===== src/rtl/accumulator_processor.sv =====
// Accumulator-memory PE: fetches operand pairs, adds with saturation, sends each sum back until a fetched zero.
// Latency: op issues 1 cycle after gnt is sampled, ADD_LATENCY cycles per add; backpressure: gnt low parks op at NOP, state held.
module accumulator_processor #(
    parameter int unsigned ADD_LATENCY = 2,
    parameter logic [1:0]  OP_NOP      = 2'b00,
    parameter logic [1:0]  OP_FETCH    = 2'b01,
    parameter logic [1:0]  OP_SEND     = 2'b10
) (
    input  logic        clk,
    input  logic        reset,
    input  logic        start,
    input  logic        gnt,
    input  logic        signal,
    input  logic [31:0] read,
    output logic        req,
    output logic [1:0]  op,
    output logic [31:0] write,
    output logic        busy,
    output logic        done,
    output logic        overflow,
    output logic [15:0] add_count
);
    typedef enum logic [2:0] {IDLE, FETCH_A, FETCH_B, ADD, SEND, GAP, DONE} state_t;

    localparam logic [3:0] ADD_LAST = 4'(ADD_LATENCY - 1);

    state_t      state_q, state_d, ret_q, ret_d;
    logic [31:0] a_q, a_d, b_q, b_d, write_q, write_d;
    logic [3:0]  cnt_q, cnt_d;
    logic [1:0]  op_q, op_d;
    logic [15:0] add_count_q, add_count_d;
    logic        lone_q, lone_d, issued_q, issued_d;
    logic        req_q, req_d, busy_q, busy_d, done_q, done_d, ovf_q, ovf_d;
    logic [32:0] sum;
    logic        waiting, accept;
    logic [1:0]  bus_op;

    assign sum     = {1'b0, a_q} + {1'b0, b_q};
    assign waiting = state_q inside {FETCH_A, FETCH_B, SEND};
    // A transaction is outstanding once its op has been driven, even if gnt later pulled it back to NOP.
    assign accept  = waiting && signal && (issued_q || (op_q != OP_NOP));
    assign bus_op  = (state_q == SEND) ? OP_SEND : OP_FETCH;

    always_comb begin
        state_d     = state_q;
        ret_d       = ret_q;
        a_d         = a_q;
        b_d         = b_q;
        write_d     = write_q;
        cnt_d       = cnt_q;
        lone_d      = lone_q;
        ovf_d       = ovf_q;
        add_count_d = add_count_q;
        issued_d    = 1'b0;
        op_d        = OP_NOP;
        case (state_q)
            IDLE: begin
                if (start) begin
                    state_d     = FETCH_A;
                    lone_d      = 1'b0;
                    ovf_d       = 1'b0;
                    add_count_d = '0;
                end
            end
            DONE: begin
                if (start) begin
                    state_d = FETCH_A;
                    lone_d  = 1'b0;
                end
            end
            FETCH_A: begin
                if (accept) begin
                    a_d     = read;
                    state_d = GAP;
                    ret_d   = (read != '0) ? FETCH_B : DONE;
                end
            end
            FETCH_B: begin
                if (accept) begin
                    b_d = read;
                    if (read != '0) begin
                        state_d = ADD;
                        cnt_d   = ADD_LAST;
                    end else begin
                        // Memory held a single value: hand it back unchanged and finish.
                        state_d = SEND;
                        write_d = a_q;
                        lone_d  = 1'b1;
                    end
                end
            end
            ADD: begin
                if (cnt_q == '0) begin
                    state_d = SEND;
                    write_d = sum[32] ? 32'hFFFF_FFFF : sum[31:0];
                    ovf_d   = ovf_q | sum[32];
                end else begin
                    cnt_d = cnt_q - 4'd1;
                end
            end
            SEND: begin
                if (accept) begin
                    add_count_d = add_count_q + 16'd1;
                    state_d     = GAP;
                    ret_d       = lone_q ? DONE : FETCH_A;
                end
            end
            GAP:     state_d = ret_q;
            default: state_d = IDLE;
        endcase
        if (waiting && !accept) begin
            issued_d = issued_q || (op_q != OP_NOP);
            if (gnt) op_d = bus_op;
        end
        req_d  = state_d inside {FETCH_A, FETCH_B, SEND};
        busy_d = !(state_d inside {IDLE, DONE});
        done_d = (state_d == DONE);
    end

    always_ff @(posedge clk) begin
        if (!reset) begin
            state_q     <= IDLE;
            ret_q       <= IDLE;
            a_q         <= '0;
            b_q         <= '0;
            write_q     <= '0;
            cnt_q       <= '0;
            op_q        <= OP_NOP;
            add_count_q <= '0;
            lone_q      <= 1'b0;
            issued_q    <= 1'b0;
            req_q       <= 1'b0;
            busy_q      <= 1'b0;
            done_q      <= 1'b0;
            ovf_q       <= 1'b0;
        end else begin
            state_q     <= state_d;
            ret_q       <= ret_d;
            a_q         <= a_d;
            b_q         <= b_d;
            write_q     <= write_d;
            cnt_q       <= cnt_d;
            op_q        <= op_d;
            add_count_q <= add_count_d;
            lone_q      <= lone_d;
            issued_q    <= issued_d;
            req_q       <= req_d;
            busy_q      <= busy_d;
            done_q      <= done_d;
            ovf_q       <= ovf_d;
        end
    end

    assign req       = req_q;
    assign op        = op_q;
    assign write     = write_q;
    assign busy      = busy_q;
    assign done      = done_q;
    assign overflow  = ovf_q;
    assign add_count = add_count_q;
endmodule


===== config.mk =====
export PLATFORM = sky130hd
export DESIGN_NAME = accumulator_processor
export DESIGN_NICKNAME = d
export VERILOG_FILES = /design/src/rtl/accumulator_processor.sv
export SDC_FILE = /design/constraint.sdc
export NUM_CORES = 1
export LEC_CHECK = 0
export CORE_ASPECT_RATIO = 0.5
export CORE_MARGIN = 2
export CORE_UTILIZATION = 57
export CTS_BUF_LIST = sky130_fd_sc_hd__clkbuf_2
export DETAILED_ROUTE_END_ITERATION = 16
export HOLD_SLACK_MARGIN = 0.03
export PLACE_DENSITY = 0.82
export SLEW_MARGIN = 40
export SYNTH_ARGS = -nofsm -noshare
export SYNTH_HDL_FRONTEND = slang
export SYNTH_SLANG_ARGS = --single-unit
export TNS_END_PERCENT = 50

===== constraint.sdc =====
create_clock -name clk -period 3.3 [get_ports clk]
set_clock_uncertainty 0.2 [all_clocks]
set_input_delay 0.66 -clock clk [delete_from_list [all_inputs] [get_ports clk]]
set_output_delay 0.66 -clock clk [all_outputs]
set_load 0.02 [all_outputs]

==> metrics.yaml <==
p_per_area_mw_per_mm2: 335
status: "finished, final reports clean"
fillers: 966
clk_latency_ns: 0.73
max_clock_freq_mhz: 316
gp_congestion: 0.987
multi_input_area_mm2: 0.00399
final_cell_count_no_fill: 1149
finalHoldViolCount: 0
utilization_pct: 70.8
grt_first_pass_wirelength_um: 31000
drtIter0Drc: 613
fin_tns_setup_ns: 0
p_sw_mw: 0.701
num_io_pins: 91
cts.clk_slew.worst_paths_ns: 0.20
seq_area_frac_synth_pct: 38.3
grtUsageTotal_pct: 30.7
grt_pass1_vias: 6365
crit_type: "flop to flop"
critPathMaxFanout: 27
overflow: 0
fp.dieW_um: 158
slowest_delay_ns: 0.43
critPathCaptureType: "flop"
synth_top_family_by_area: "simple AND/OR/NAND/NOR gates"
synth-adder-area-share_pct: 6.75
worst_pin_slew_ns: 0.744
finalMaxSlewViolations: 0
initial_core_util_pct: 58.0
vias_per_cell: 6.01
pwr-share-comb_pct: 5.7
p_clk_share_pct: 37.1
synth_edf_count: 0
period_needed_ns: 3.17
num_rows: 28
synth.net_count: 942
finalPower_mw: 2.78
wire_per_inst_um: 16.6
dieArea_mm2: 0.0128
setup_slack_ns: 0.133
ys_async_sr_fraction_pct: 0
required_ns: 3.69
seq_power_share_pct: 57.2
relSlewSlack_pct: 50.2
layout_common_cells: "nand2_1 (216), dfxtp_1 (130), a21oi_1 (105)"
dp.cells: 1115
regArea_mm2: 0.00260
hold_buffers: 0
coreArea_mm2: 0.0117
synth_ff_type: "dfxtp_1"
mostFrequentLayoutCell: "nand2_1"
dr.pass1.iters: 5
setup_viol: 0
synth_area_leaders: "dfxtp_1 (38%), nand2_1 (12%), a21oi_1 (7.7%)"
worstPathArrival_ns: 3.56
cts_tree: "yes"
p_leak_nw: 3.40
clockBufferDepth: 2
synth-compound-area-share_pct: 21.3
clock-sinks: 130
ant_nets: 0
synth-seq-cells: 130
startpoint_type: "flop"
cap_violations: 0
postSynthAreaPerCell_um2: 7.81
synth_top_area_share_pct: 38.3
path_cells: "ha_1 -> fa_1 -> a211oi_2 -> o21ai_2 -> o2111ai_2 -> a2111o_1 -> a21oi_4 -> a21boi_4 -> nand2_8 -> o221ai_1 -> a21oi_1"
port_buffers: 90
antenna_found_initial: 1
die_h_um: 81.2
syn-cell-area_mm2: 0.00679
cts_buffers: 17
ys_types: 64
nets: 1043
p_int_mw: 2.08
area_growth_pct: 22.1
synthMuxAreaShare_pct: 0.166
yosysWarnings: 0
irDropWorstVdd_mv: 0.229
num_vias: 6902
dp_hpwl_um: 13300
swShare_pct: 25.2
slowest_stage: "fa_1"
drive_gt1_share_pct: 8.85
drc_errors: 0
synth-simple-area-share_pct: 24.3
grt_max_degree: 78
htreeDepth: 4
root_buffer: "clkbuf_2"
synth_xor_area_share_pct: 5.94
wirelength_um: 19100
post-place-ws_ns: -0.157
hp-class: "flop to flop"
syn_inst: 869
period_share_pct: 96.0
synth_area_leader_cell: "dfxtp_1"
==> Yosys cell counts, drive strengths merged (3+ instances only) <==
library cell	number
o221ai	24
ha	35
nand4	10
dfxtp	130
xnor2	14
nor2b	4
inv	7
and2	4
or3	3
clkbuf	38
nor2	70
o211ai	4
o21a	4
nand3	15
nor3	18
a31oi	8
a211o	3
a21o	16
nand2b	3
and3	12
xor2	32
a21oi	107
a211oi	6
o21ai	31
nor4	15
nand2	217
buf	7
o31ai	3
==> through the flow <==
stage / instance area (µm²) / hold slack [ns]
detailed placement: 8010 / 0.233
floorplan: 6790 / 0.240
CTS: 8250 / 0.253
global placement: 8010 / 0.230
global route: 8280 / 0.271
finish: 8280 / 0.251
==> flip-flops by register name, summed over array words and instances (netlist names) <==
name	cells
req	1
done	1
lone_q	1
ret_q	3
busy	1
state_q	3
b_q	32
add_count	16
cnt_q	4
a_q	32
write	32
op	2
overflow	1
issued_q	1
==> worst paths after layout <==
check,slack [ns],cells after the start,end,startpoint
max,0.13,11,write[13],a_q[0]
min,0.25,2,write[15],write[15]
max reg2reg,0.13,11,write[13],a_q[0]
min reg2reg,0.25,2,write[15],write[15]
==> metal layers <==
metal,up-vias,global-route usage (%),share of wire (%)
met2,314,49.8,45
met4,0,10.2,2.3
met5,-,0,0
met3,52,6.08,7.2
li1,3269,-,-
met1,3267,41.4,45
==> cells by family after synthesis <==
family,after synthesis
AOI/OAI and AO/OA,227
xor gates and xnor gates,46
adders and majority gates,36
buffers and inverters,52
DFF,130
muxes,1
and+or+nand+nor,377
==> cell type report <==
cell class	instances	share of cell area [%]
Antenna cell	1	0.0302
Sequential cell	130	31.4
Inverter	7	0.317
Timing Repair Buffer	127	14.7
Clock inverter	12	1.69
Tap cell	165	2.49
Multi-Input combinational cell	687	48.2
Clock buffer	20	1.21
==> critical path, delay by kind of cell, from the launching register on <==
| family | cells | cell delay [ns] |
|---|---|---|
| fa+ha+maj | 2 | 0.67 |
| flops | 1 | 0.37 |
| simple gates | 1 | 0.20 |
| compound gates | 8 | 1.59 |
==> power groups by stage <==
stage / logic [mW] / registers (mW) / clock network (mW)
2_1_floorplan: 0.0590 / 1.62 / 0
6_report: 0.158 / 1.59 / 1.03
4_1_cts: 0.156 / 1.59 / 1.03
3_5_place_dp: 0.155 / 1.62 / 0
5_1_grt: 0.170 / 1.59 / 1.10
3_3_place_gp: 0.152 / 1.62 / 0
==> timing repair <==
item,4_1_cts,5_1_grt
setup buffers,0,1
endpoints found under the setup margin,0,23
hold endpoints to repair,0,0
resized for setup,0,5
(Power assumes the default switching activity.)
